==> config.mk <==
export PLATFORM = sky130hd
export DESIGN_NAME = fadd_sched
export DESIGN_NICKNAME = d
export VERILOG_FILES = /design/src/rtl/fadd_sched_pkg.sv /design/src/rtl/fadd_sched_fadd.sv /design/src/rtl/fadd_sched.sv
export SDC_FILE = /design/constraint.sdc
export NUM_CORES = 1
export LEC_CHECK = 0
export ABC_AREA = 1
export CAP_MARGIN = 30
export CORE_ASPECT_RATIO = 0.9
export CORE_MARGIN = 10
export CORE_UTILIZATION = 45
export CTS_CLUSTER_SIZE = 30
export DETAILED_ROUTE_END_ITERATION = 8
export GPL_ROUTABILITY_DRIVEN = 0
export PLACE_DENSITY = 0.77
export SLEW_MARGIN = 5
export SYNTH_ARGS = -nofsm -noshare
export SYNTH_HDL_FRONTEND = slang
export SYNTH_SLANG_ARGS = --single-unit
==> constraint.sdc <==
create_clock -name clk -period 13.8 [get_ports clk]
set_clock_uncertainty 0.05 [all_clocks]
set_input_delay 3.45 -clock clk [delete_from_list [all_inputs] [get_ports clk]]
set_output_delay 3.45 -clock clk [all_outputs]
set_load 0.005 [all_outputs]
==> src/rtl/fadd_sched_pkg.sv <==
// Shared definitions for the two-port floating-point add scheduler:
// pipeline depth, operand width, the response tag type and a tag helper.
package fadd_sched_pkg;

  localparam int FADD_LAT = 3;
  localparam int FLOAT_W  = 32;

  // Canonical quiet NaN returned for invalid additions (NaN input, inf - inf).
  localparam logic [FLOAT_W-1:0] FLOAT_QNAN = 32'h7FC0_0000;

  // One tag travels alongside each operation through the adder pipeline so the
  // result can be steered back to the port that issued it.
  typedef struct packed {
    logic valid;
    logic id;
  } tag_t;

  function automatic tag_t makeTag(input logic valid, input logic id);
    tag_t t;
    t.valid = valid;
    t.id    = id;
    return t;
  endfunction

endpackage

==> src/rtl/fadd_sched_fadd.sv <==
// Pipelined IEEE-754 single-precision adder (round to nearest even).
// The sum is computed combinationally from the operands and then carried
// through LAT register stages, so a result appears LAT cycles after its inputs.
module fadd
  import fadd_sched_pkg::*;
#(
  parameter int LAT = FADD_LAT
) (
  input  logic               i_clk,
  input  logic               i_rst_n,
  input  logic [FLOAT_W-1:0] i_op1,
  input  logic [FLOAT_W-1:0] i_op2,
  output logic [FLOAT_W-1:0] o_result
);

  logic               w_swap;
  logic               w_effSub;
  logic [FLOAT_W-1:0] w_big;
  logic [FLOAT_W-1:0] w_small;
  logic [7:0]         w_expBig;
  logic [7:0]         w_expSmall;
  logic [7:0]         w_expDiff;
  logic [23:0]        w_manBig;
  logic [23:0]        w_manSmall;
  logic [53:0]        w_alignWide;
  logic [26:0]        w_alignSmall;
  logic [27:0]        w_raw;
  logic [4:0]         w_lz;
  logic [4:0]         w_shift;
  logic [26:0]        w_norm;
  logic [9:0]         w_expNorm;
  logic               w_roundUp;
  logic [24:0]        w_rounded;
  logic [9:0]         w_expRound;
  logic [22:0]        w_fracOut;
  logic               w_nan1;
  logic               w_nan2;
  logic               w_inf1;
  logic               w_inf2;
  logic [FLOAT_W-1:0] w_sum;

  logic [FLOAT_W-1:0] r_pipe [LAT];

  // Order operands by magnitude so the subtraction path never goes negative.
  assign w_swap  = i_op2[30:0] > i_op1[30:0];
  assign w_big   = w_swap ? i_op2 : i_op1;
  assign w_small = w_swap ? i_op1 : i_op2;

  // Denormals use an effective exponent of 1 and no hidden bit.
  assign w_expBig   = (w_big[30:23] == 8'd0) ? 8'd1 : w_big[30:23];
  assign w_expSmall = (w_small[30:23] == 8'd0) ? 8'd1 : w_small[30:23];
  assign w_manBig   = {|w_big[30:23], w_big[22:0]};
  assign w_manSmall = {|w_small[30:23], w_small[22:0]};
  assign w_expDiff  = w_expBig - w_expSmall;

  // Align the smaller mantissa; bits shifted past the guard/round positions
  // fold into a single sticky bit.
  assign w_alignWide  = {w_manSmall, 30'd0} >> ((w_expDiff > 8'd27) ? 8'd27 : w_expDiff);
  assign w_alignSmall = {w_alignWide[53:28], w_alignWide[27] | (|w_alignWide[26:0])};

  assign w_effSub = w_big[31] ^ w_small[31];
  assign w_raw    = w_effSub ? ({1'b0, w_manBig, 3'b000} - {1'b0, w_alignSmall})
                             : ({1'b0, w_manBig, 3'b000} + {1'b0, w_alignSmall});

  // Leading-zero count of the 27-bit magnitude (27 when it is all zero).
  always_comb begin
    w_lz = 5'd27;
    for (int i = 0; i < 27; i++) begin
      if (w_raw[i]) w_lz = 5'(26 - i);
    end
  end

  // Normalize: shift right on carry-out, otherwise left until the hidden bit
  // is set or the exponent bottoms out in the denormal range.
  always_comb begin
    w_shift   = 5'd0;
    w_norm    = w_raw[26:0];
    w_expNorm = {2'b00, w_expBig};
    if (w_raw[27]) begin
      w_norm    = {w_raw[27:2], w_raw[1] | w_raw[0]};
      w_expNorm = {2'b00, w_expBig} + 10'd1;
    end else begin
      if (w_expBig > {3'b000, w_lz}) w_shift = w_lz;
      else                           w_shift = 5'(w_expBig - 8'd1);
      w_norm    = w_raw[26:0] << w_shift;
      w_expNorm = {2'b00, w_expBig} - {5'b00000, w_shift};
    end
  end

  assign w_nan1 = (&i_op1[30:23]) & (|i_op1[22:0]);
  assign w_nan2 = (&i_op2[30:23]) & (|i_op2[22:0]);
  assign w_inf1 = (&i_op1[30:23]) & ~(|i_op1[22:0]);
  assign w_inf2 = (&i_op2[30:23]) & ~(|i_op2[22:0]);

  // Round to nearest, ties to even, using guard/round/sticky below bit 3.
  assign w_roundUp = w_norm[2] & (w_norm[1] | w_norm[0] | w_norm[3]);
  assign w_rounded = {1'b0, w_norm[26:3]} + {24'd0, w_roundUp};

  // Pack the result, then let zeros, infinities and NaNs override it.
  always_comb begin
    w_expRound = w_expNorm;
    w_fracOut  = w_rounded[22:0];
    if (w_rounded[24]) begin
      w_expRound = w_expNorm + 10'd1;
      w_fracOut  = w_rounded[23:1];
    end
    if (w_expRound >= 10'd255) begin
      w_sum = {w_big[31], 8'hFF, 23'd0};
    end else if (w_rounded[24] | w_rounded[23]) begin
      w_sum = {w_big[31], w_expRound[7:0], w_fracOut};
    end else begin
      w_sum = {w_big[31], 8'd0, w_fracOut};
    end
    if (w_raw == 28'd0) w_sum = {w_big[31] & ~w_effSub, 31'd0};
    if (w_nan1 | w_nan2 | (w_inf1 & w_inf2 & (i_op1[31] ^ i_op2[31]))) begin
      w_sum = FLOAT_QNAN;
    end else if (w_inf1) begin
      w_sum = i_op1;
    end else if (w_inf2) begin
      w_sum = i_op2;
    end
  end

  // Delay line that gives the adder its fixed LAT-cycle latency.
  always_ff @(posedge i_clk or negedge i_rst_n) begin
    if (!i_rst_n) begin
      for (int i = 0; i < LAT; i++) r_pipe[i] <= '0;
    end else begin
      r_pipe[0] <= w_sum;
      for (int i = 1; i < LAT; i++) r_pipe[i] <= r_pipe[i-1];
    end
  end

  assign o_result = r_pipe[LAT-1];

endmodule

==> src/rtl/fadd_sched.sv <==
// Two-port scheduler sharing one pipelined fadd. A round-robin arbiter picks
// at most one requester per cycle; a tag pipeline running in lockstep with the
// adder remembers which port each result belongs to.
module fadd_sched
  import fadd_sched_pkg::*;
#(
  parameter int LAT = FADD_LAT,
  parameter int W   = FLOAT_W
) (
  input  logic         clk,
  input  logic         reset,
  input  logic         req0_valid,
  output logic         req0_ready,
  input  logic [W-1:0] req0_op1,
  input  logic [W-1:0] req0_op2,
  input  logic         req1_valid,
  output logic         req1_ready,
  input  logic [W-1:0] req1_op1,
  input  logic [W-1:0] req1_op2,
  output logic         rsp0_valid,
  output logic         rsp1_valid,
  output logic [W-1:0] rsp_data,
  output logic         idle
);

  tag_t         r_tag [LAT];
  logic         r_lastGrant;
  logic         w_grant0;
  logic         w_grant1;
  logic         w_accept;
  logic         w_grantId;
  logic         w_anyTag;
  logic [W-1:0] w_op1;
  logic [W-1:0] w_op2;
  logic [W-1:0] w_result;

  // Round-robin grant: a lone requester wins, under contention the port that
  // did not win last time wins; nothing is granted while reset is held.
  always_comb begin
    w_grant0 = 1'b0;
    w_grant1 = 1'b0;
    if (reset) begin
      w_grant0 = req0_valid & (~req1_valid | r_lastGrant);
      w_grant1 = req1_valid & (~req0_valid | ~r_lastGrant);
    end
  end

  assign req0_ready = w_grant0;
  assign req1_ready = w_grant1;
  assign w_accept   = w_grant0 | w_grant1;
  assign w_grantId  = w_grant1;

  // Steer the granted port's operands into the adder, zeros when idle.
  always_comb begin
    w_op1 = '0;
    w_op2 = '0;
    if (w_grant0) begin
      w_op1 = req0_op1;
      w_op2 = req0_op2;
    end else if (w_grant1) begin
      w_op1 = req1_op1;
      w_op2 = req1_op2;
    end
  end

  // Remember the last winner; starts at port 1 so port 0 wins first contention.
  always_ff @(posedge clk or negedge reset) begin
    if (!reset) begin
      r_lastGrant <= 1'b1;
    end else if (w_accept) begin
      r_lastGrant <= w_grantId;
    end
  end

  // Tag pipeline advances every cycle, matching the adder's latency exactly;
  // clearing it on reset discards any results still inside the adder.
  always_ff @(posedge clk or negedge reset) begin
    if (!reset) begin
      for (int i = 0; i < LAT; i++) r_tag[i] <= makeTag(1'b0, 1'b0);
    end else begin
      r_tag[0] <= makeTag(w_accept, w_grantId);
      for (int i = 1; i < LAT; i++) r_tag[i] <= r_tag[i-1];
    end
  end

  // Any operation still in flight keeps the block busy.
  always_comb begin
    w_anyTag = 1'b0;
    for (int i = 0; i < LAT; i++) begin
      if (r_tag[i].valid) w_anyTag = 1'b1;
    end
  end

  fadd #(
    .LAT(LAT)
  ) u_fadd (
    .i_clk   (clk),
    .i_rst_n (reset),
    .i_op1   (w_op1),
    .i_op2   (w_op2),
    .o_result(w_result)
  );

  assign rsp0_valid = r_tag[LAT-1].valid & ~r_tag[LAT-1].id;
  assign rsp1_valid = r_tag[LAT-1].valid &  r_tag[LAT-1].id;
  assign rsp_data   = w_result;
  assign idle       = reset & ~req0_valid & ~req1_valid & ~w_anyTag;

endmodule

==> results.py, run 1 <==
metrics = {
    "global_routing": {
        "track_usage": 0.6752,
        "overflow": 167,
        "grt_start_max_net_pins": 84,
    },
    "logic_synthesis": {
        "yosysUniqueCellTypes": 73,
        "synth-edff-count": 0,
        "synth_nets": 2759,
        "synth.avg_cell_area_um2": 6.019,
        "ys_top_cells_by_area": "dfrtp_1 17%, nand2_1 16%, nand3_1 14%, inv_1 8.4%, ha_1 8.2%",
        "synthesis.area_mm2": 0.01520,
        "async_flop_share": 1.000,
        "synth_top_area_share": 0.1679,
        "synth-seq-cells": 103,
        "netlist_instances": 2525,
        "yosys_warnings": 0,
        "yosysTopAreaCell": "dfrtp_1",
        "synth_ff_type": "dfrtp_1",
        "synth-seq-area-share": 0.1697,
    },
    "place": {
        "hpwlAfterDp_mm": 49.42,
        "place_ws_ns": -3.427,
        "io_buffers": 168,
    },
    "die": {
        "die_h_um": 194.3,
        "start_util": 0.4591,
        "rows": 63,
        "die_x_um": 213.7,
        "top_level_ports": 169,
    },
    "sta": {
        "worst-endpoint-pin-kind": "register data pin",
        "postGrtWorstEndpoint": "u_fadd.r_pipe[65]$_DFF_PN0_/D",
    },
    "clocking": {
        "cts.path.max_buffers": 2,
        "cts.sinks": 103,
        "cts_made_buffers": 9,
        "htreeDepth": 3,
        "cts_root_buf": "clkbuf_16",
    },
    "status": {
        "status": "did not finish",
        "lastStage": "5_1_grt",
        "first-error": "[ERROR GRT-0232] Routing congestion too high. Check the congestion heatmap in the GUI.",
    },
}
## routing by layer
layer,overflow,global-route usage
met5,0,0.3555
met4,60,0.6039
met3,7,0.5979
met2,87,0.7884
met1,13,0.6797
## synthesized netlist by cell type, types with 14 or more instances
| cell type | count |
|---|---|
| clkbuf_1 | 44 |
| dfrtp_1 | 102 |
| nor3_1 | 28 |
| nor2_1 | 150 |
| nand2_1 | 638 |
| o21ai_0 | 93 |
| xor2_1 | 41 |
| nand3_2 | 24 |
| nand4_1 | 56 |
| o21ai_1 | 19 |
| buf_2 | 26 |
| buf_4 | 45 |
| nand2_2 | 29 |
| nor2_2 | 22 |
| inv_2 | 25 |
| nand3_1 | 439 |
| nor4_1 | 14 |
| a21oi_1 | 83 |
| o22ai_1 | 45 |
| inv_1 | 340 |
| ha_1 | 99 |
## metrics by stage
step           cells  cell area (um2)  setup TNS, ns  hold WS (ns)  utilization
2_1_floorplan   2525            15940         -53.45        0.2812            -
3_3_place_gp    3637            22200         -89.27        0.2812       0.6706
3_5_place_dp    3638            22230        -104.72        0.2847       0.6715
4_1_cts         3830            24860         -55.03        0.2957       0.7508
## what timing repair did
action | in CTS
pin swaps | 98
gates resized for setup | 204
setup buffers | 165
setup endpoints to repair | 32
gates cloned | 12
hold buffers | 0
## cells by family after synthesis
kind of cell | share of synthesized area
and+or+nand+nor | 0.4436
buffers and inverters | 0.1440
AOI/OAI and AO/OA | 0.1224
DFF | 0.1697
adders and majority gates | 0.08545
xor gates and xnor gates | 0.03482
==> run 2, diff against run 1 <==
--- a/config.mk
+++ b/config.mk
@@ -7,13 +7,11 @@
 export LEC_CHECK = 0
 export ABC_AREA = 1
 export CAP_MARGIN = 30
-export CORE_ASPECT_RATIO = 0.9
 export CORE_MARGIN = 10
-export CORE_UTILIZATION = 45
-export CTS_CLUSTER_SIZE = 30
+export CORE_UTILIZATION = 30
 export DETAILED_ROUTE_END_ITERATION = 8
 export GPL_ROUTABILITY_DRIVEN = 0
-export PLACE_DENSITY = 0.77
+export PLACE_DENSITY_LB_ADDON = 0.15
 export SLEW_MARGIN = 5
 export SYNTH_ARGS = -nofsm -noshare
 export SYNTH_HDL_FRONTEND = slang
==> constraint.sdc (replaced) <==
create_clock -name clk -period 17.94 [get_ports clk]
set_clock_uncertainty 0.05 [all_clocks]
set_input_delay 4.485 -clock clk [delete_from_list [all_inputs] [get_ports clk]]
set_output_delay 4.485 -clock clk [all_outputs]
set_load 0.005 [all_outputs]
==> run 2 against run 1 <==
The flow now finishes without violations; synthesized cell count unchanged; synthesized area is the same.
==> results.py, run 2 <==
metrics = {
    "status": {
        "status": "completed",
    },
    "logic_synthesis": {
        "ys_top_cells_by_area": "dfrtp_1 17%, nand2_1 16%, nand3_1 14%, inv_1 8.4%, ha_1 8.2%",
        "synth_ff_type": "dfrtp_1",
        "synth-seq-area-share": 0.1697,
        "yosys_warnings": 0,
        "synth_top_family_by_area": "simple AND/OR/NAND/NOR gates",
        "synth_nets": 2759,
        "synth_compound_gate_area_share": 0.1224,
        "synth_top_area_share": 0.1679,
        "synthesis.area_mm2": 0.01520,
        "synth-simple-area-share": 0.4436,
        "synth_commonest_cells": "638 x nand2_1, 439 x nand3_1, 340 x inv_1, 150 x nor2_1, 102 x dfrtp_1",
        "muxShareOfSynthArea": 0,
        "synth-edff-count": 0,
        "netlist_instances": 2525,
        "yosysUniqueCellTypes": 73,
        "synth-seq-cells": 103,
        "synth_xor_area_frac": 0.03482,
        "yosysTopAreaCell": "dfrtp_1",
        "yosys.cell_count.top_type": "nand2_1",
        "async_flop_share": 1.000,
        "synth_fa_ha_area_frac": 0.08545,
        "synth.avg_cell_area_um2": 6.019,
    },
    "global_routing": {
        "grt_start_max_net_pins": 79,
        "overflow": 0,
        "grt_pass1_wl_mm": 93.41,
        "grt_pass1_vias": 17840,
        "track_usage": 0.1914,
        "antenna_found_initial": 1,
    },
    "clocking": {
        "cts.path.max_buffers": 2,
        "htreeDepth": 3,
        "cts_root_buf": "clkbuf_16",
        "cts.clk_slew.worst_paths_ns": 0.07,
        "cts.sinks": 103,
        "cts_tree": "built",
        "clock_latency_ns": 0.36,
        "cts_made_buffers": 9,
    },
    "critical_path": {
        "cp.arrival_ns": 17.38,
        "path_class": "in -> reg",
        "critPathLaunchType": "primary input",
        "slowest_stage": "fa_2",
        "critical-path-max-stage-delay_ns": 0.39,
        "crit_family": "simple AND/OR/NAND/NOR gates",
        "required_ns": 18.18,
        "path_buf_inv": 16,
        "critical_path.endpoint_type": "register",
        "crit_fanout": 26,
        "cpMostUsedCell": "nand2_1",
    },
    "sta": {
        "slew_viol_final": 0,
        "finalCritPeriodShare": 0.9555,
        "slew_headroom": 0.3437,
        "period_needed_ns": 17.14,
        "setup_viol": 0,
        "hold_viol_final": 0,
        "fin_hold_ws_ns": 0.2961,
        "tightest_slew_ns": 0.9809,
        "max_freq_mhz": 58.34,
    },
    "die": {
        "start_util": 0.3029,
        "die_x_um": 245.1,
        "die_h_um": 245.1,
        "rows": 82,
        "design.core.area_mm2": 0.05017,
        "top_level_ports": 169,
        "dieArea_mm2": 0.06006,
    },
    "drt": {
        "wirelength_mm": 61.45,
        "detail_route.wl_per_cell_um": 16.55,
        "top_layer_used": "met4",
        "ant_nets": 0,
        "wl_met3_mm": 2.744,
        "drc": 0,
        "drt-pass1-iter-count": 6,
        "wl_met1_mm": 25.14,
        "via_per_inst": 5.020,
        "vias": 18640,
        "dr.first_iter.drc_count": 1229,
        "met2_length_mm": 30.68,
    },
    "final_layout": {
        "layout_commonest_cell": "nand2_1",
        "largest_reg_flops": 64,
        "fin_util": 0.4337,
        "fin_nets": 3268,
        "stdcell_count": 3713,
        "layout_common_cells": "624 x nand2_1, 428 x buf_4, 424 x nand3_1, 331 x inv_1, 165 x clkdlybuf4s50_1",
        "layout-drive-gt1-share": 0.2504,
        "syn_to_final_growth_pct": 43.16,
        "top_register": "u_fadd.r_pipe",
    },
    "place": {
        "dp_cells": 3668,
        "hpwlAfterDp_mm": 50.87,
        "io_buffers": 168,
    },
    "job": {
        "maxCapViolations": 0,
    },
    "pwr": {
        "vdd_drop_max_v": 0.00008639,
        "leakage_nw": 11.35,
        "power_density_mw_per_mm2": 225.6,
    },
    "worst_hold_path": {
        "hold_class": "reg -> reg",
    },
}
==> run 2: cell counts after synthesis <==
Identical to the previous run, type by type.
==> run 2: final timing paths <==
kind,startpoint,endpoint,slack (ns),cells after the start
worst max-delay path,req0_valid,u_fadd.r_pipe[72],0.80,97
max in group asynchronous,reset,u_fadd.o_result[11],12.87,4
worst min register to register,u_fadd.r_pipe[39],u_fadd.o_result[7],0.30,0
worst max register to register,r_lastGrant,u_fadd.r_pipe[72],4.47,96
worst min-delay path,u_fadd.r_pipe[39],u_fadd.o_result[7],0.30,0
min in group asynchronous,reset,r_tag[4],4.13,2
==> run 2: cell families after synthesis <==
group	count (synthesis)
compound gates	312
fa+ha+maj	102
xor+xnor	57
buf+inv	504
flops	103
simple gates	1447
==> run 2: final cells by class <==
cell class	count	area, um2
clock buffer	9	225.2
inverter	369	1393
sequential	103	2579
timing repair buffer	632	5513
multi-input combinational	1919	11130
fill	5289	28410
tap	672	840.8
clock inverter	7	71.32
antenna	2	5.005
==> run 2: what timing repair did <==
action | 4_1_cts | 5_1_grt
setup endpoints to repair | 31 | 31
gates resized for setup | 8 | 171
cloned | 0 | 10
pin swaps | 1 | 53
buffers inserted | 0 | 16
hold buffers | 0 | 0
==> run 2: layer usage <==
layer  GRT usage  vias up
met1      0.2244     8730
met4     0.08493        0
met5           0        -
li1            -     9302
met3     0.02085      111
met2      0.3447      495
==> run 2: per-stage QoR <==
step	instance area (um2)	TNS [ns]	setup WS, ns	power (mW)
floorplan	15220	0	0.06641	2.840
global placement	20330	-14.52	-0.5014	4.459
detailed placement	20360	-20.10	-0.6815	4.476
CTS	20680	0	0.006109	4.691
global route	21760	-3.671	-0.1619	5.376
finish	21760	0	0.7990	4.908
==> run 2: power by group <==
group	total, mW	internal, mW	switching, mW
logic	4.35	1.85	2.50
clock network	0.190	0.0981	0.0920
registers	0.364	0.340	0.0240
total	4.91	2.29	2.62
Power figures use the tool's default switching activity.
==> run 3, diff against run 2 <==
--- a/config.mk
+++ b/config.mk
@@ -9,6 +9,7 @@
 export CAP_MARGIN = 30
 export CORE_MARGIN = 10
 export CORE_UTILIZATION = 30
+export CTS_CLUSTER_SIZE = 24
 export DETAILED_ROUTE_END_ITERATION = 8
 export GPL_ROUTABILITY_DRIVEN = 0
 export PLACE_DENSITY_LB_ADDON = 0.15
==> results of run 3 <==
Same layout as run 2: the final DEF is identical, and so are final timing and power.
==> run 4, diff against run 3 <==
--- a/config.mk
+++ b/config.mk
@@ -7,7 +7,7 @@
 export LEC_CHECK = 0
 export ABC_AREA = 1
 export CAP_MARGIN = 30
-export CORE_MARGIN = 10
+export CORE_MARGIN = 8
 export CORE_UTILIZATION = 30
 export CTS_CLUSTER_SIZE = 24
 export DETAILED_ROUTE_END_ITERATION = 8
==> run 4 against run 3 <==
Combinational power rose by 4%; critical path depth fell by 3; hold slack got worse by 0.0042 ns; largest power group unchanged; sequential share of layout area fell by 0.21 points; via count rose by 1.4%; clock-buffer cell count did not move; critical path type unchanged; design area rose by 1.8%; setup slack got worse by 0.086 ns; global-route usage rose by 0.84 points; first-iteration DRC count rose by 1.9%.
==> results.py, run 4 (synthesis gave the netlist of run 2 again) <==
metrics = {
    "place": {
        "io_buffers": 168,
        "placed_area_mm2": 0.02076,
        "hpwlAfterDp_mm": 50.61,
        "dp_cells": 3719,
    },
    "sta": {
        "fin_setup_tns_ns": 0,
        "slew_viol_final": 0,
        "setup_viol": 0,
        "finalCritPeriodShare": 0.9603,
        "hold_viol_final": 0,
        "max_freq_mhz": 58.05,
        "slew_headroom": 0.3564,
        "period_needed_ns": 17.23,
        "tightest_slew_ns": 0.9553,
    },
    "global_routing": {
        "grt_use_met3": 0.01119,
        "met1_usage": 0.2450,
        "antenna_found_initial": 0,
        "grt_pass1_wl_mm": 94.75,
        "grt.busiest_layer": "met2",
        "grt_start_max_net_pins": 73,
        "overflow": 0,
        "grt_pass1_vias": 18260,
        "grt_use_met2": 0.3742,
        "track_usage": 0.1998,
    },
    "final_layout": {
        "top_register": "u_fadd.r_pipe",
        "layout_commonest_cell": "nand2_1",
        "stdcell_area_mm2": 0.02216,
        "stdcell_count": 3774,
        "fin_nets": 3331,
        "syn_to_final_growth_pct": 45.81,
        "multi_input_area_mm2": 0.01114,
        "regArea_mm2": 0.002579,
        "diodes": 0,
        "fillers": 5327,
        "layout-drive-gt1-share": 0.2621,
        "largest_reg_flops": 64,
        "layout_common_cells": "629 x nand2_1, 490 x buf_4, 416 x nand3_1, 334 x inv_1, 165 x clkdlybuf4s50_1",
    },
    "clocking": {
        "clock_latency_ns": 0.36,
        "cts.path.max_buffers": 2,
        "htreeDepth": 3,
        "cts_root_buf": "clkbuf_16",
        "hold_buffers": 0,
        "cts.clk_slew.worst_paths_ns": 0.08,
        "cts.sinks": 103,
        "cts_made_buffers": 9,
        "cts_tree": "built",
    },
    "critical_path": {
        "cp.arrival_ns": 17.46,
        "r2r-end": "u_fadd.r_pipe[74]",
        "crit_fanout": 8,
        "required_ns": 18.17,
        "critPathLaunchType": "primary input",
        "r2r_slack_ns": 4.36,
        "slowest_stage": "ha_1",
        "cpMostUsedCell": "nand2_1",
        "path_class": "in -> reg",
        "critical_path.endpoint_type": "register",
        "critical-path-max-stage-delay_ns": 0.37,
        "r2r-start": "r_lastGrant",
        "critPathLaunch": "req0_valid",
        "worstRegToRegCells": 95,
    },
    "worst_hold_path": {
        "hold_class": "reg -> reg",
        "hold_start": "u_fadd.r_pipe[47]",
        "hold_path_depth": 0,
        "min_to": "u_fadd.o_result[15]",
    },
    "die": {
        "rows": 82,
        "top_level_ports": 169,
        "dieArea_mm2": 0.05812,
        "die_x_um": 241.1,
        "design.core.area_mm2": 0.05007,
        "die_h_um": 241.1,
        "start_util": 0.3036,
    },
    "pwr": {
        "vdd_drop_max_v": 0.00009078,
        "total_power_mw": 5.110,
        "power_density_mw_per_mm2": 230.6,
        "leakage_nw": 11.60,
    },
    "job": {
        "maxCapViolations": 0,
    },
    "drt": {
        "wirelength_mm": 61.55,
        "ant_nets": 0,
        "vias": 18900,
        "detail_route.wl_per_cell_um": 16.31,
        "drc": 0,
        "drt-pass1-iter-count": 7,
        "dr.first_iter.drc_count": 1252,
        "via_per_inst": 5.008,
    },
    "status": {
        "status": "completed",
    },
}
## run 4: changes by cell type in the layout (fill, tap and decap cells not counted), sizes merged
| cell | before | now |
|---|---|---|
| buf | 459 | 520 |
| nand2 | 672 | 675 |
| clkbuf | 17 | 15 |
| diode | 2 | 0 |
| clkinv | 6 | 5 |
| inv | 369 | 370 |
| nand3 | 465 | 466 |
## run 4: final cells by class
class	count	area share
flip-flops and latches	103	0.1164
inverters	369	0.06301
multi-input cells	1923	0.5026
clock buffers	9	0.01016
well taps	672	0.03794
repair buffers	691	0.2658
clock inverters	7	0.004122
## run 4: per-stage QoR
stage | hold slack (ns) | util | setup slack (ns)
3_3_place_gp | 0.2829 | 0.4140 | -0.3357
6_report | 0.2918 | 0.4426 | 0.7130
3_5_place_dp | 0.2847 | 0.4146 | -0.6841
5_1_grt | 0.3055 | 0.4426 | -0.1919
2_1_floorplan | 0.2812 | - | 0.06641
4_1_cts | 0.2939 | 0.4215 | 0.01614
## run 4: worst max path at each step
stage,slack [ns],cells after the start,to
2_1_floorplan,0.07,91,u_fadd.r_pipe[75]
3_3_place_gp,-0.34,92,u_fadd.r_pipe[65]
3_5_place_dp,-0.68,93,u_fadd.r_pipe[78]
4_1_cts,0.02,93,u_fadd.r_pipe[78]
5_1_grt,-0.19,106,u_fadd.r_pipe[89]
6_report,0.71,94,u_fadd.r_pipe[74]
## run 4: where the power goes
| group | internal (mW) | leakage [nW] | switching [mW] | total [mW] |
|---|---|---|---|---|
| Clock | 0.101 | 0.152 | 0.103 | 0.205 |
| Combinational | 1.99 | 10.2 | 2.55 | 4.54 |
| Sequential | 0.339 | 1.28 | 0.0236 | 0.363 |
## run 4: worst max-delay path, delay by kind of cell
family	cells	cell delay [ns]
buffers and inverters	18	2.02
XOR/XNOR	4	0.61
AO/OA/AOI/OAI	15	2.27
AND/OR/NAND/NOR	50	6.11
adder cells (fa/ha/maj)	7	1.92
## run 4: timing repair
action                                  CTS  global route
cloned                                    0            13
endpoints found under the setup margin   31            31
pin swaps                                 2            55
resized for setup                        11           152
setup buffers                             0            25
## run 4: metal layers
metal  up-vias  share of wire
met2       433           0.51
met3        94          0.037
li1       9415              -
met1      8958           0.42
met5         -              0
met4         0          0.031
==> patch 1: new RTL, config.mk and constraints of run 3 <==
Set the package constant `FADD_LAT` to 6 (it was 3).
--- a/src/rtl/fadd_sched_pkg.sv
+++ b/src/rtl/fadd_sched_pkg.sv
@@ -3,5 +3,5 @@
 package fadd_sched_pkg;
 
-  localparam int FADD_LAT = 3;
+  localparam int FADD_LAT = 6;
   localparam int FLOAT_W  = 32;
 
Check against the original RTL: not equivalent (Yosys sat finds a counterexample within 4 cycles, from zero or initial values and one cycle with reset low).
==> patch 1 against run 3 <==
- critical path depth increased by 4
- first-iteration DRC count increased by 9.1%
- sequential power increased by 95%
- synthesized area increased by 16%
- design area increased by 20%
- cell count increased by 7.7%
- register-to-register slack got worse by 300 ps
- die area increased by 15%
- critical endpoint is now u_fadd.r_pipe[181]
- routed wire length increased by 4.7%
- total power increased by 20%
- worst setup slack got worse by 91 ps
- sequential cell count increased by 102
==> patch 1: results (changes against run 3) <==
** CTS
- Number of H-tree levels :: 1 (-2)
- Clock root buffer :: clkbuf_16
- The buffer levels on the longest clock path came to 3 (+1).
- The CTS buffer count came to 18 (+9).
- Later-pin clock latency in the skew report :: 480 ps (+120 ps)
- The clock edge transition at the registers on the reported setup and hold paths came to 70 ps (about the same).

** Global routing
- Via count of the first global-routing pass :: 19200 (+7.5%)
- Total global-route track usage :: 17.2% (-1.9 points)
- Number of antenna violations at the first check in global routing :: 0 (-1)
- The largest net degree at the start of global routing is 77 (-2.5%).
- First-pass GRT wire length :: 99.4 mm (+6.4%)

** Synth
- Count of yosys warnings during synthesis :: 0 (unchanged)
- The share of synthesized flip-flops with an asynchronous set or reset was 100% (unchanged).
- Synth cell types :: 69 (-5.5%)
- Cell types with the largest area share after synthesis :: dfrtp_1, nand2_1, nand3_1, ha_1, inv_1
- The post-synthesis area per instance was 6.93 um^2 (+15%).
- Top cells by count, synth :: nand2_1, nand3_1, inv_1
- The sequential area share after synthesis was 29.0% (+12 points).
- Syn_nets :: 2789 (+1.1%)
- Top flip-flop cell by instance count after synthesis :: dfrtp_1

** Final layout
- The fraction of layout instances using a drive strength above 1 is 31.4% (+6.4 points).
- The final non-filler cell total is 4000 (+7.7%).
- Fin nets :: 3457 (+5.8%)
- Fill cell count :: 5816 (+10%)
- Largest register by flop count :: u_fadd.r_pipe
- Max FFs per register :: 160 (+150%)
- Number of antenna repair diodes :: 0 (-2)

** Setup path
- Cell with the largest stage delay on the worst path :: fa_2
- The stage delay of the slowest cell on the critical path came to 390 ps (about the same).
- Worst EP arrival :: 17570 ps (+190 ps)
- The largest fanout on the critical path was 7 (-73%).

** Detailed routing
- The number of violations reported at the end of detailed-routing iteration 0 was 1341 (+9.1%).
- Per-cell via count in the routed design :: 4.87 (-2.9%)
- WL/cell :: 16.1 um (-2.8%)
- The number of detailed-route iterations in the first pass came to 5 (-1).

** Pwr
- The static power due to leakage is 13.4 nW (+18%).
- Peak supply drop :: 0.128 mV (+49%)
- The internal power is 3.04 mW (+33%).

** Placement
- The instance area after placement was 23700 um^2 (+16%).
- The pre-CTS worst setup slack was -1050 ps (-371 ps).
- The post-detailed-placement half-perimeter wirelength is 52.3 mm (+2.8%).
- The cell count after placement was 3908 (+6.5%).
- IO Port Bufs :: 168 (unchanged)

** STA
- The final-layout setup total negative slack is 0 ps (unchanged).
- Max-slew headroom :: 37.8% (+3.4 points)

** Run status
- The run finished with clean final reports.

** Min path
- Hold/Removal Path Class :: reg -> reg
==> patch 1: changes by cell type in the layout (fill, tap and decap cells not counted), sizes merged, moves of 12 or more <==
| cell | run 3 | this run |
|---|---|---|
| a21oi | 85 | 101 |
| nor4 | 14 | 26 |
| dfrtp | 102 | 204 |
| nand2 | 672 | 650 |
| nand3 | 465 | 443 |
| clkbuf | 17 | 29 |
| inv | 369 | 341 |
| buf | 459 | 603 |
==> patch 1: final cells by class <==
type | instances | area (um^2) | share of cell area (%)
Clock buffer | 21 | 503 | 1.92
Clock inverter | 11 | 92.6 | 0.353
Inverter | 346 | 1320 | 5.05
Multi-Input combinational cell | 1875 | 11500 | 43.9
Sequential cell | 205 | 5130 | 19.6
Tap cell | 765 | 957 | 3.65
Timing Repair Buffer | 776 | 6690 | 25.5
Timing Repair inverter | 1 | 8.76 | 0.0334
==> patch 1: metal layers <==
layer / vias to the layer above / share of wire (%) / global-route usage [%]
li1: 9716 / - / -
met2: 409 / 52 / 32.2
met3: 90 / 3.2 / 0.830
met4: 0 / 2.5 / 4.76
met5: - / 0 / 0
met1: 9280 / 43 / 20.9
==> patch 1: power by group through the flow <==
| stage | logic (mW) | clock network (mW) | registers (mW) |
|---|---|---|---|
| floorplan | 2.56 | 0 | 0.699 |
| global placement | 4.39 | 0 | 0.717 |
| detailed placement | 4.42 | 0 | 0.722 |
| CTS | 4.45 | 0.394 | 0.715 |
| global route | 5.27 | 0.414 | 0.731 |
| finish | 4.80 | 0.377 | 0.709 |
==> patch 1: cells by family after synthesis <==
family / Yosys count / share of synthesized area (%)
AOI/OAI and AO/OA: 314 / 10.7
xor gates and xnor gates: 55 / 2.81
adders and majority gates: 102 / 7.34
buffers and inverters: 475 / 12.8
DFF: 205 / 29.0
and+or+nand+nor: 1404 / 37.3
==> patch 1: path summary, 6_finish.rpt <==
| path | to | depth (start not counted) | from | slack, ps |
|---|---|---|---|---|
| max | u_fadd.r_pipe[181] | 101 | req1_valid | 710 |
| min | u_fadd.r_pipe[153] | 0 | u_fadd.r_pipe[185] | 290 |
| max reg2reg | u_fadd.r_pipe[181] | 101 | r_lastGrant | 4170 |
| min reg2reg | u_fadd.r_pipe[153] | 0 | u_fadd.r_pipe[185] | 290 |
| max in group asynchronous | u_fadd.o_result[16] | 6 | reset | 12160 |
| min in group asynchronous | u_fadd.o_result[31] | 2 | reset | 4050 |
==> patch 1: repair_timing <==
action | CTS | global route
endpoints found under the setup margin | 31 | 31
gates cloned | 0 | 11
buffers inserted | 2 | 46
pin swaps | 2 | 87
gates resized for setup | 16 | 287
==> patch 1: critical path: cells and delay by family <==
kind,cells,cell delay [ps]
adders and majority gates,8,2200
xor gates and xnor gates,4,690
buffers and inverters,16,1720
AOI/OAI and AO/OA,19,2580
and+or+nand+nor,54,5870
==> patch 2: new RTL, config.mk and constraints of run 3 <==
Made on the original files. Reset style: synchronous (`i_rst_n` and `reset`), changed in 3 clocked blocks.
--- a/src/rtl/fadd_sched_fadd.sv
+++ b/src/rtl/fadd_sched_fadd.sv
@@ -123,5 +123,5 @@
 
   // Delay line that gives the adder its fixed LAT-cycle latency.
-  always_ff @(posedge i_clk or negedge i_rst_n) begin
+  always_ff @(posedge i_clk) begin
     if (!i_rst_n) begin
       for (int i = 0; i < LAT; i++) r_pipe[i] <= '0;
--- a/src/rtl/fadd_sched.sv
+++ b/src/rtl/fadd_sched.sv
@@ -65,5 +65,5 @@
 
   // Remember the last winner; starts at port 1 so port 0 wins first contention.
-  always_ff @(posedge clk or negedge reset) begin
+  always_ff @(posedge clk) begin
     if (!reset) begin
       r_lastGrant <= 1'b1;
@@ -75,5 +75,5 @@
   // Tag pipeline advances every cycle, matching the adder's latency exactly;
   // clearing it on reset discards any results still inside the adder.
-  always_ff @(posedge clk or negedge reset) begin
+  always_ff @(posedge clk) begin
     if (!reset) begin
       for (int i = 0; i < LAT; i++) r_tag[i] <= makeTag(1'b0, 1'b0);
Formal check against the unedited RTL: not equivalent (a bounded check fails within 4 cycles, from zero or initial values and one cycle with reset low; the reset may be asserted at any time).
==> patch 2 against run 3 <==
- sequential share of layout area down 2.6 points
- largest power group unchanged
- critical path depth increased by 3
- highest routed layer unchanged
- worst setup slack better by 120 ps
- synthesized area fell by 4.3%
- register-to-register slack better by 330 ps
- total power is 7.9% higher
- routed wire length down 3.3%
- design area rose by 2.4%
- largest cell class unchanged
- sequential cell count unchanged
==> patch 2: results (changes against run 3) <==
** Pwr
- Static leakage :: 11.8 nW (+4.0%)
- The clock group power came to 0.177 mW (-7%).
- Power Internal :: 2.56 mW (+12%)
- Proportion of power drawn by the clock network :: 3.3% (-0.6 points)
- The combinational fraction of design power was 91.3% (+2.6 points).
- Peak supply drop :: 0.126 mV (+46%)

** Setup path
- Among all stages on the critical path, the largest delay is contributed by a221o_1.
- The largest fanout on the critical path is 7 (-73%).
- The stage delay of the slowest cell on the critical path is 370 ps (-20 ps).
- The worst path arrival time is 17200 ps (-180 ps).
- Worst Reg2Reg Path Length in Cells :: 98 (+2.1%)

** Synth
- The share of synthesized flip-flops with an asynchronous set or reset is 0% (-100 points).
- For this run, the leading register cell type out of synthesis is dfxtp_1.
- The unique cell type count in the Yosys netlist is 62 (-15%).
- The arithmetic-cell share of the synthesized area counting full adders, half adders and majority gates was 8.50% (-0.044 points).
- Register area share after synthesis :: 14.2% (-2.8 points)
- The multiplexer area fraction after synthesis came to 0.0774% (+0.077 points).
- The share of the synthesized netlist area taken by xor and xnor gates came to 3.42% (-0.058 points).
- The post-synthesis area per instance is 5.58 um^2 (-7.4%).
- Cell types with the largest area share after synthesis :: nand2_1, nand3_1, dfxtp_1, inv_1, ha_1
- Syn_nets :: 2837 (+2.8%)
- The share of the synthesized area in compound gates (AO/OA/AOI/OAI) is 12.7% (+0.47 points).
- Top cells by count, synth :: nand2_1, nand3_1, inv_1

** Final layout
- Counting flops per register, the top entry is u_fadd.r_pipe.
- The multi-input combinational cell count was 1958 (+2.0%).
- Clock buffer count :: 11 (+2)
- Share of cells above drive strength 1 :: 27.8% (+2.7 points)
- Sequential cell area :: 2060 um^2 (-20%)
- Clock tree cell share of total cell area :: 1.23% (-0.13 points)
- Fraction of standard cell area in multi-input logic :: 51.2% (about the same)
- Fill cell count :: 5047 (-4.6%)
- Number of antenna repair diodes :: 0 (-2)
- The number of buffers outside the clock class in the layout is 731 (+16%).
- The post-layout net count is 3446 (+5.4%).
- Non-clock buffers, area share :: 27.8% (+2.5 points)

** Global routing
- The met1 routing resource usage after global routing was 23.2% (+0.78 points).
- Fraction of met3 tracks used by global routing :: 0.710% (-1.4 points)
- The via count of the first global-routing pass was 17900 (+0.33%).
- The number of antenna violations at the first check in global routing is 0 (-1).
- First-pass GRT wire length :: 91.7 mm (-1.9%)
- Largest net degree at the start of global routing :: 76 (-3.8%)

** Min path
- Hold path cells :: 2 (+2)

** Run status
- The flow ran to the end, and the final reports show no timing, DRC or antenna violations.

** CTS
- Number of buffers inserted to repair setup after CTS :: 1 (+1)
- CTS-repair resized insts :: 19 (+11)

** Detailed routing
- Routed length on met2 :: 30.8 mm (+0.34%)
- Sum of met3 wire segment lengths after detailed routing :: 1.79 mm (-35%)
- The via count of the routed design was 18900 (+1.6%).

** STA
- The transition time at the pin with the least slew margin came to 1070 ps (+88.1 ps).

** Floorplanning
- Row Count :: 80 (-2.4%)

** Placement
- The pre-CTS worst setup slack is -792 ps (-111 ps).
[patch 2: cell count changes after synthesis, sizes merged, moves of 5 or more]
cell / before / now
dfxtp: 0 / 103
dfrtp: 102 / 0
nand2: 671 / 757
inv: 365 / 408
nor2: 182 / 153
nand4: 58 / 36
a21oi: 85 / 106
buf: 90 / 78
clkbuf: 45 / 57
nor4: 14 / 22
a21o: 7 / 1
ha: 99 / 94
nor3: 32 / 27
[patch 2: stage by stage]
step / cell area (um^2) / util (%)
after floorplan: 14500 / -
final: 22300 / 46.6
after detailed placement: 20200 / 42.2
after global routing: 22300 / 46.6
after CTS: 20600 / 43.0
after global placement: 20200 / 42.2
[patch 2: path summary, 6_finish.rpt]
path / from / endpoint / slack (ps)
worst max-delay path: req0_valid / u_fadd.r_pipe[0][11] / 920
worst min-delay path: u_fadd.r_pipe[0][27] / u_fadd.r_pipe[0][59] / 360
worst max register to register: r_lastGrant / u_fadd.r_pipe[0][11] / 4800
worst min register to register: u_fadd.r_pipe[0][27] / u_fadd.r_pipe[0][59] / 360
